===== src/rtl/div_unit_pkg.sv =====
// rtl/div_unit_pkg.sv - RV32M divide constants and divider state encoding
package div_unit_pkg;

    localparam int XLEN  = 32;
    localparam int CNT_W = $clog2(XLEN);

    localparam logic [2:0] FUNC3_DIV  = 3'b100;
    localparam logic [2:0] FUNC3_DIVU = 3'b101;
    localparam logic [2:0] FUNC3_REM  = 3'b110;
    localparam logic [2:0] FUNC3_REMU = 3'b111;

    localparam logic [6:0] FUNCT7_MULDIV = 7'b0000001;

    localparam logic [XLEN-1:0] XLEN_MIN_NEG = {1'b1, {(XLEN-1){1'b0}}};

    typedef enum logic [1:0] {
        IDLE   = 2'd0,
        DIVIDE = 2'd1,
        DONE   = 2'd2
    } div_state_e;

endpackage


===== src/rtl/div_unit.sv =====
// rtl/div_unit.sv - iterative radix-2 restoring divider for DIV/DIVU/REM/REMU
module div_unit
    import div_unit_pkg::*;
(
    input  logic            clk,
    input  logic            rst,
    input  logic            start,
    input  logic [2:0]      func3,
    input  logic [XLEN-1:0] op_a,
    input  logic [XLEN-1:0] op_b,
    input  logic            flush,
    output logic            busy,
    output logic            done,
    output logic [XLEN-1:0] result
);

    div_state_e        state_q, state_d;
    logic [CNT_W-1:0]  cnt_q, cnt_d;
    logic [XLEN:0]     rem_q, rem_d;
    logic [XLEN-1:0]   quot_q, quot_d;
    logic [XLEN-1:0]   dvsr_q, dvsr_d;
    logic              is_rem_q, is_rem_d;
    logic              q_neg_q, q_neg_d;
    logic              r_neg_q, r_neg_d;
    logic [XLEN-1:0]   result_q, result_d;

    // One restoring step: the dividend sits in quot_q and shifts out MSB first
    // while quotient bits shift in at the bottom.
    logic [XLEN:0]     shifted, diff, rem_step;
    logic              qbit;
    logic [XLEN-1:0]   quot_step, q_fin, r_fin;

    always_comb begin
        shifted   = {rem_q[XLEN-1:0], quot_q[XLEN-1]};
        diff      = shifted - {1'b0, dvsr_q};
        qbit      = ~diff[XLEN];
        rem_step  = qbit ? diff : shifted;
        quot_step = {quot_q[XLEN-2:0], qbit};
        q_fin     = q_neg_q ? -quot_step : quot_step;
        r_fin     = r_neg_q ? -rem_step[XLEN-1:0] : rem_step[XLEN-1:0];
    end

    logic            is_signed, want_rem, a_neg, b_neg, overflow;
    logic [XLEN-1:0] abs_a, abs_b;

    always_comb begin
        is_signed = ~func3[0];
        want_rem  = func3[1];
        a_neg     = is_signed & op_a[XLEN-1];
        b_neg     = is_signed & op_b[XLEN-1];
        abs_a     = a_neg ? -op_a : op_a;
        abs_b     = b_neg ? -op_b : op_b;
        overflow  = is_signed && (op_a == XLEN_MIN_NEG) && (op_b == '1);
    end

    always_comb begin
        state_d  = state_q;
        cnt_d    = cnt_q;
        rem_d    = rem_q;
        quot_d   = quot_q;
        dvsr_d   = dvsr_q;
        is_rem_d = is_rem_q;
        q_neg_d  = q_neg_q;
        r_neg_d  = r_neg_q;
        result_d = result_q;

        if (flush) begin
            state_d = IDLE;
            cnt_d   = '0;
        end else begin
            case (state_q)
                DIVIDE: begin
                    rem_d  = rem_step;
                    quot_d = quot_step;
                    cnt_d  = cnt_q + 1'b1;
                    if (cnt_q == CNT_W'(XLEN-1)) begin
                        result_d = is_rem_q ? r_fin : q_fin;
                        state_d  = DONE;
                        cnt_d    = '0;
                    end
                end
                IDLE, DONE: begin
                    state_d = IDLE;
                    if (start) begin
                        if (op_b == '0) begin
                            result_d = want_rem ? op_a : '1;
                            state_d  = DONE;
                        end else if (overflow) begin
                            result_d = want_rem ? '0 : XLEN_MIN_NEG;
                            state_d  = DONE;
                        end else begin
                            state_d  = DIVIDE;
                            cnt_d    = '0;
                            rem_d    = '0;
                            quot_d   = abs_a;
                            dvsr_d   = abs_b;
                            is_rem_d = want_rem;
                            q_neg_d  = a_neg ^ b_neg;
                            r_neg_d  = a_neg;
                        end
                    end
                end
                default: state_d = IDLE;
            endcase
        end
    end

    always_ff @(posedge clk or posedge rst) begin
        if (rst) begin
            state_q  <= IDLE;
            cnt_q    <= '0;
            rem_q    <= '0;
            quot_q   <= '0;
            dvsr_q   <= '0;
            is_rem_q <= 1'b0;
            q_neg_q  <= 1'b0;
            r_neg_q  <= 1'b0;
            result_q <= '0;
        end else begin
            state_q  <= state_d;
            cnt_q    <= cnt_d;
            rem_q    <= rem_d;
            quot_q   <= quot_d;
            dvsr_q   <= dvsr_d;
            is_rem_q <= is_rem_d;
            q_neg_q  <= q_neg_d;
            r_neg_q  <= r_neg_d;
            result_q <= result_d;
        end
    end

    assign busy   = (state_q == DIVIDE);
    assign done   = (state_q == DONE);
    assign result = result_q;

endmodule


===== config.mk =====
export PLATFORM = sky130hd
export DESIGN_NAME = div_unit
export DESIGN_NICKNAME = d
export VERILOG_FILES = /design/src/rtl/div_unit_pkg.sv /design/src/rtl/div_unit.sv
export SDC_FILE = /design/constraint.sdc
export NUM_CORES = 1
export LEC_CHECK = 0
export ABC_CLOCK_PERIOD_IN_PS = 6800
export CORE_MARGIN = 8
export CORE_UTILIZATION = 30
export CTS_BUF_LIST = sky130_fd_sc_hd__clkbuf_8 sky130_fd_sc_hd__clkbuf_16
export CTS_CLUSTER_DIAMETER = 80
export CTS_CLUSTER_SIZE = 12
export DETAILED_ROUTE_END_ITERATION = 8
export DONT_BUFFER_PORTS = 1
export PLACE_DENSITY_LB_ADDON = 0.12
export SETUP_SLACK_MARGIN = 0.2
export SYNTH_ARGS = -nofsm -noshare
export SYNTH_HDL_FRONTEND = slang
export SYNTH_SLANG_ARGS = --single-unit

===== constraint.sdc =====
create_clock -name clk -period 6.8 [get_ports clk]
set_input_delay 0.68 -clock clk [delete_from_list [all_inputs] [get_ports clk]]
set_output_delay 0.68 -clock clk [all_outputs]
set_load 0.02 [all_outputs]

==> metrics.log <==
[metrics] count of warnings emitted by yosys: 0
[metrics] class of the most critical setup path: reg -> reg
[metrics] share of cells above drive strength 1: 0.0647
[metrics] number of register bits inferred by synthesis: 138
[metrics] Maximum Capacitance Violations: 0
[metrics] number of cells after detailed placement: 2023
[metrics] Post-Synth Adder-Cell Area: 0.0426
[metrics] post-CTS setup-driven buffer insertion count: 0
[metrics] DR DRC count: 0
[metrics] Syn Area/Cell: 7.63 um^2
[metrics] Longest Clk Path Bufs: 2
[metrics] share of the synthesized area in compound gates (AO/OA/AOI/OAI): 0.270
[metrics] antenna violations before repair: 0
[metrics] clock latency at the later pin of the worst-skew pair: 0.45 ns
[metrics] Async S/R FF share, synth: 1.00
[metrics] top_reg_cell synth: sky130_fd_sc_hd__dfrtp_1
[metrics] final HPWL from detailed placement: 33900 um
[metrics] cell row count: 73
[metrics] minimum clock period after layout: 5.21 ns
[metrics] global placer's final weighted congestion: 0.882
[metrics] CTS Root Cell: sky130_fd_sc_hd__clkbuf_16
[metrics] mapped cell area: 11900 um^2
[metrics] setup repair after global routing missed its margin: false
[metrics] leak pwr: 5.10 nW
[metrics] number of unique standard cell types used by synthesis: 91
[metrics] number of cell instances on the worst register-to-register path: 18
[metrics] fin cells: 2056
[metrics] number of sinks on the clock net: 138
[metrics] crit path capture: result[24]
[metrics] Overall Global Routing Usage: 0.187
[metrics] routed wire length: 44100 um
[metrics] share of the synthesized netlist area taken by xor and xnor gates: 0.0897
[metrics] number of nets still failing antenna checks after routing: 0
[metrics] worst-case vdd ir drop: 244 uV
[metrics] cts repair resizes: 0
[metrics] achievable clock frequency: 192 MHz
[metrics] number of buffers inserted during clock tree synthesis: 17
[metrics] nets: 1628
[metrics] count of flip-flops with a built-in enable after synthesis: 0
[metrics] worst min path class: in -> async
[metrics] beginning of the critical path: quot_q[31]
[metrics] clock skew after layout: 0.0109 ns
[metrics] most common library cell in the layout ignoring fill and taps: sky130_fd_sc_hd__nand2_1
[metrics] length of the first detailed-routing pass in iterations: 8
[metrics] Worst EP arrival: 5.53 ns
[metrics] post-synthesis to final-layout area growth: 8.76%
[metrics] count of mapped cells out of synthesis: 1562
[metrics] # H-tree levels: 4
[metrics] critical path startpoint category: flop
[metrics] total via count in the routed design: 11.4k
[metrics] Tcrit/Tclk final: 0.766
[metrics] share of synthesized area occupied by flip-flops and latches: 0.290
[metrics] actual transition at the worst max-transition pin: 1.10 ns
[metrics] mux share of post-synthesis cell area: 0.0310
[metrics] TritonCTS clock tree: done
[metrics] commonest cells after routing, fill and taps aside: sky130_fd_sc_hd__nand2_1 (196), sky130_fd_sc_hd__o21ai_0 (193), sky130_fd_sc_hd__nor2_1 (143), sky130_fd_sc_hd__a21oi_1 (137), sky130_fd_sc_hd__dfrtp_1 (137)
[metrics] number of hold-repair buffers added at the cts stage: 0
[metrics] CTS clock-pin slew for the worst setup and hold paths: 0.07 ns
[metrics] leftover overflow at the end of global routing: 0
[metrics] drt wl/cell: 21.4 um
[metrics] r2r setup slk: 1.59 ns
[metrics] simple-gate share of the synthesized area: 0.224
[metrics] Pwr per Cell Area: 455 nW/um^2
[metrics] reg2reg end: result[24]
[metrics] starting DRC count in detailed routing: 898
[metrics] fin. max-slew vios: 0
[metrics] initial core utilization: 0.302
[metrics] number of vias per cell after detailed routing: 5.54
[metrics] number of global-route vias before repair: 10.9k
[metrics] sum of negative setup slack: 0 ns
[metrics] largest net degree at the start of global routing: 83
[metrics] dominant combinational cell family by area after synthesis: compound AO/OA/AOI/OAI gates
[metrics] placeable core region: 39500 um^2
[metrics] placed cell area: 12400 um^2
[metrics] CP Data Required Time: 7.12 ns
[metrics] global-route wire length before repair: 68100 um
[metrics] setup-violating endpoint count in the final report: 0
[metrics] worst max-slew margin expressed relative to the limit: 0.269
[metrics] floorplan die area: 46400 um^2
[metrics] endpoint class of the critical path: flop
[metrics] area of all placed cells without fillers: 13000 um^2
[metrics] largest driver fanout on the critical path: 46
[metrics] result of the run: finished clean
[metrics] IO Count: 105
[metrics] Post-Synthesis Net Count: 1673
[metrics] startpoint of the worst-slack reg-to-reg timing path: quot_q[31]
[metrics] endpoints failing hold: 0
[metrics] overall power of the completed layout: 5.90 mW
[metrics] count of buffers from port buffering: 0
[metrics] overall die height: 215 um
[metrics] final core area utilization: 0.328
[metrics] die boundary width: 215 um
==> worst max-delay path: stages (launching register included) <==
cell and delay [ns]:
sky130_fd_sc_hd__dfrtp_1 0.45, sky130_fd_sc_hd__inv_1 0.09, sky130_fd_sc_hd__ha_1 0.16, sky130_fd_sc_hd__inv_1 0.05, sky130_fd_sc_hd__fa_1 0.43, sky130_fd_sc_hd__a211oi_2 0.30
sky130_fd_sc_hd__o211ai_2 0.18, sky130_fd_sc_hd__nand3_1 0.12, sky130_fd_sc_hd__nand2_2 0.12, sky130_fd_sc_hd__o2111a_1 0.38, sky130_fd_sc_hd__nor3_2 0.25, sky130_fd_sc_hd__buf_4 0.58
sky130_fd_sc_hd__mux2i_1 0.38, sky130_fd_sc_hd__ha_1 0.33, sky130_fd_sc_hd__inv_1 0.20, sky130_fd_sc_hd__o31ai_1 0.49, sky130_fd_sc_hd__o21ai_0 0.22, sky130_fd_sc_hd__xor2_1 0.24
sky130_fd_sc_hd__o21ai_0 0.10
==> worst min-delay path by stage <==
stage | to | slack, ns | cells after the start
after floorplan | dvsr_q[13] | 0.45 | 2
after global placement | dvsr_q[23] | 0.46 | 2
after detailed placement | dvsr_q[13] | 0.48 | 2
after CTS | cnt_q[3] | 0.26 | 1
after global routing | cnt_q[1] | 0.27 | 1
final | quot_q[21] | 0.24 | 1
==> synthesized netlist by cell type, drive strengths merged (4+ instances only) <==
cell,n,area (um^2)
nor2b,13,81.3
dfrtp,138,3450
inv,66,248
a211oi,7,57.6
nor2,143,537
and2,8,50.1
or3,20,136
clkbuf,47,176
a31oi,33,213
nor3b,4,30.0
nand3,30,150
nor4b,5,43.8
o41ai,14,130
ha,39,488
nor3,29,145
nand2,197,742
xor2,47,412
o31a,6,53.8
a21o,12,90.1
o32a,4,40.0
a41oi,4,35.0
a21oi,142,729
nand3b,4,30.0
o21ai,201,1010
mux2,4,45.0
nand4,21,144
o211ai,18,140
nand2b,18,113
and4,4,35.0
o21a,6,46.3
xnor2,75,657
and3,10,62.6
nand4b,4,35.0
or4,14,113
or2,8,52.6
mux2i,32,324
nor4,19,153
buf,35,201
o31ai,32,245
o2111ai,4,47.6
==> cell type report <==
| type | count | area, um^2 |
|---|---|---|
| diodes | 1 | 2.50 |
| clock buffers | 18 | 439 |
| clock inverters | 14 | 169 |
| fillers | 4287 | 26500 |
| inverters | 67 | 256 |
| multi-input cells | 1275 | 7850 |
| flip-flops and latches | 138 | 3450 |
| well taps | 525 | 657 |
| repair buffers | 18 | 135 |
==> per-layer routing <==
layer  part of all wire  global-route usage  vias up
met2               0.46               0.298      263
li1                   -                   -     5563
met5                  0                   0        -
met3              0.046              0.0316       38
met4              0.015              0.0479        0
met1               0.48               0.258     5522
==> kinds of logic after synthesis <==
group | after synthesis
and+or+nand+nor | 553
buffers and inverters | 149
muxes | 36
DFF | 138
AOI/OAI and AO/OA | 524
xor gates and xnor gates | 122
adders and majority gates | 40
==> metrics by stage <==
stage | setup WS [ns] | hold WS [ns]
2_1_floorplan | 2.33 | 0.450
3_3_place_gp | 1.70 | 0.465
3_5_place_dp | 1.64 | 0.477
4_1_cts | 1.60 | 0.259
5_1_grt | 1.15 | 0.265
6_report | 1.59 | 0.245
==> power breakdown <==
part | internal, mW | switching, mW | total [mW] | leakage, nW
clock | 0.589 | 0.422 | 1.01 | 0.291
sequential | 0.989 | 0.249 | 1.24 | 1.76
combinational | 1.27 | 2.38 | 3.65 | 3.05
==> flip-flops by register name (all words and copies together) (netlist names) <==
signal	flops
rem_q	32
r_neg_q	1
state_q	2
dvsr_q	32
quot_q	32
cnt_q	5
result	32
is_rem_q	1
q_neg_q	1
No activity file was read; power rests on OpenSTA's default activity.
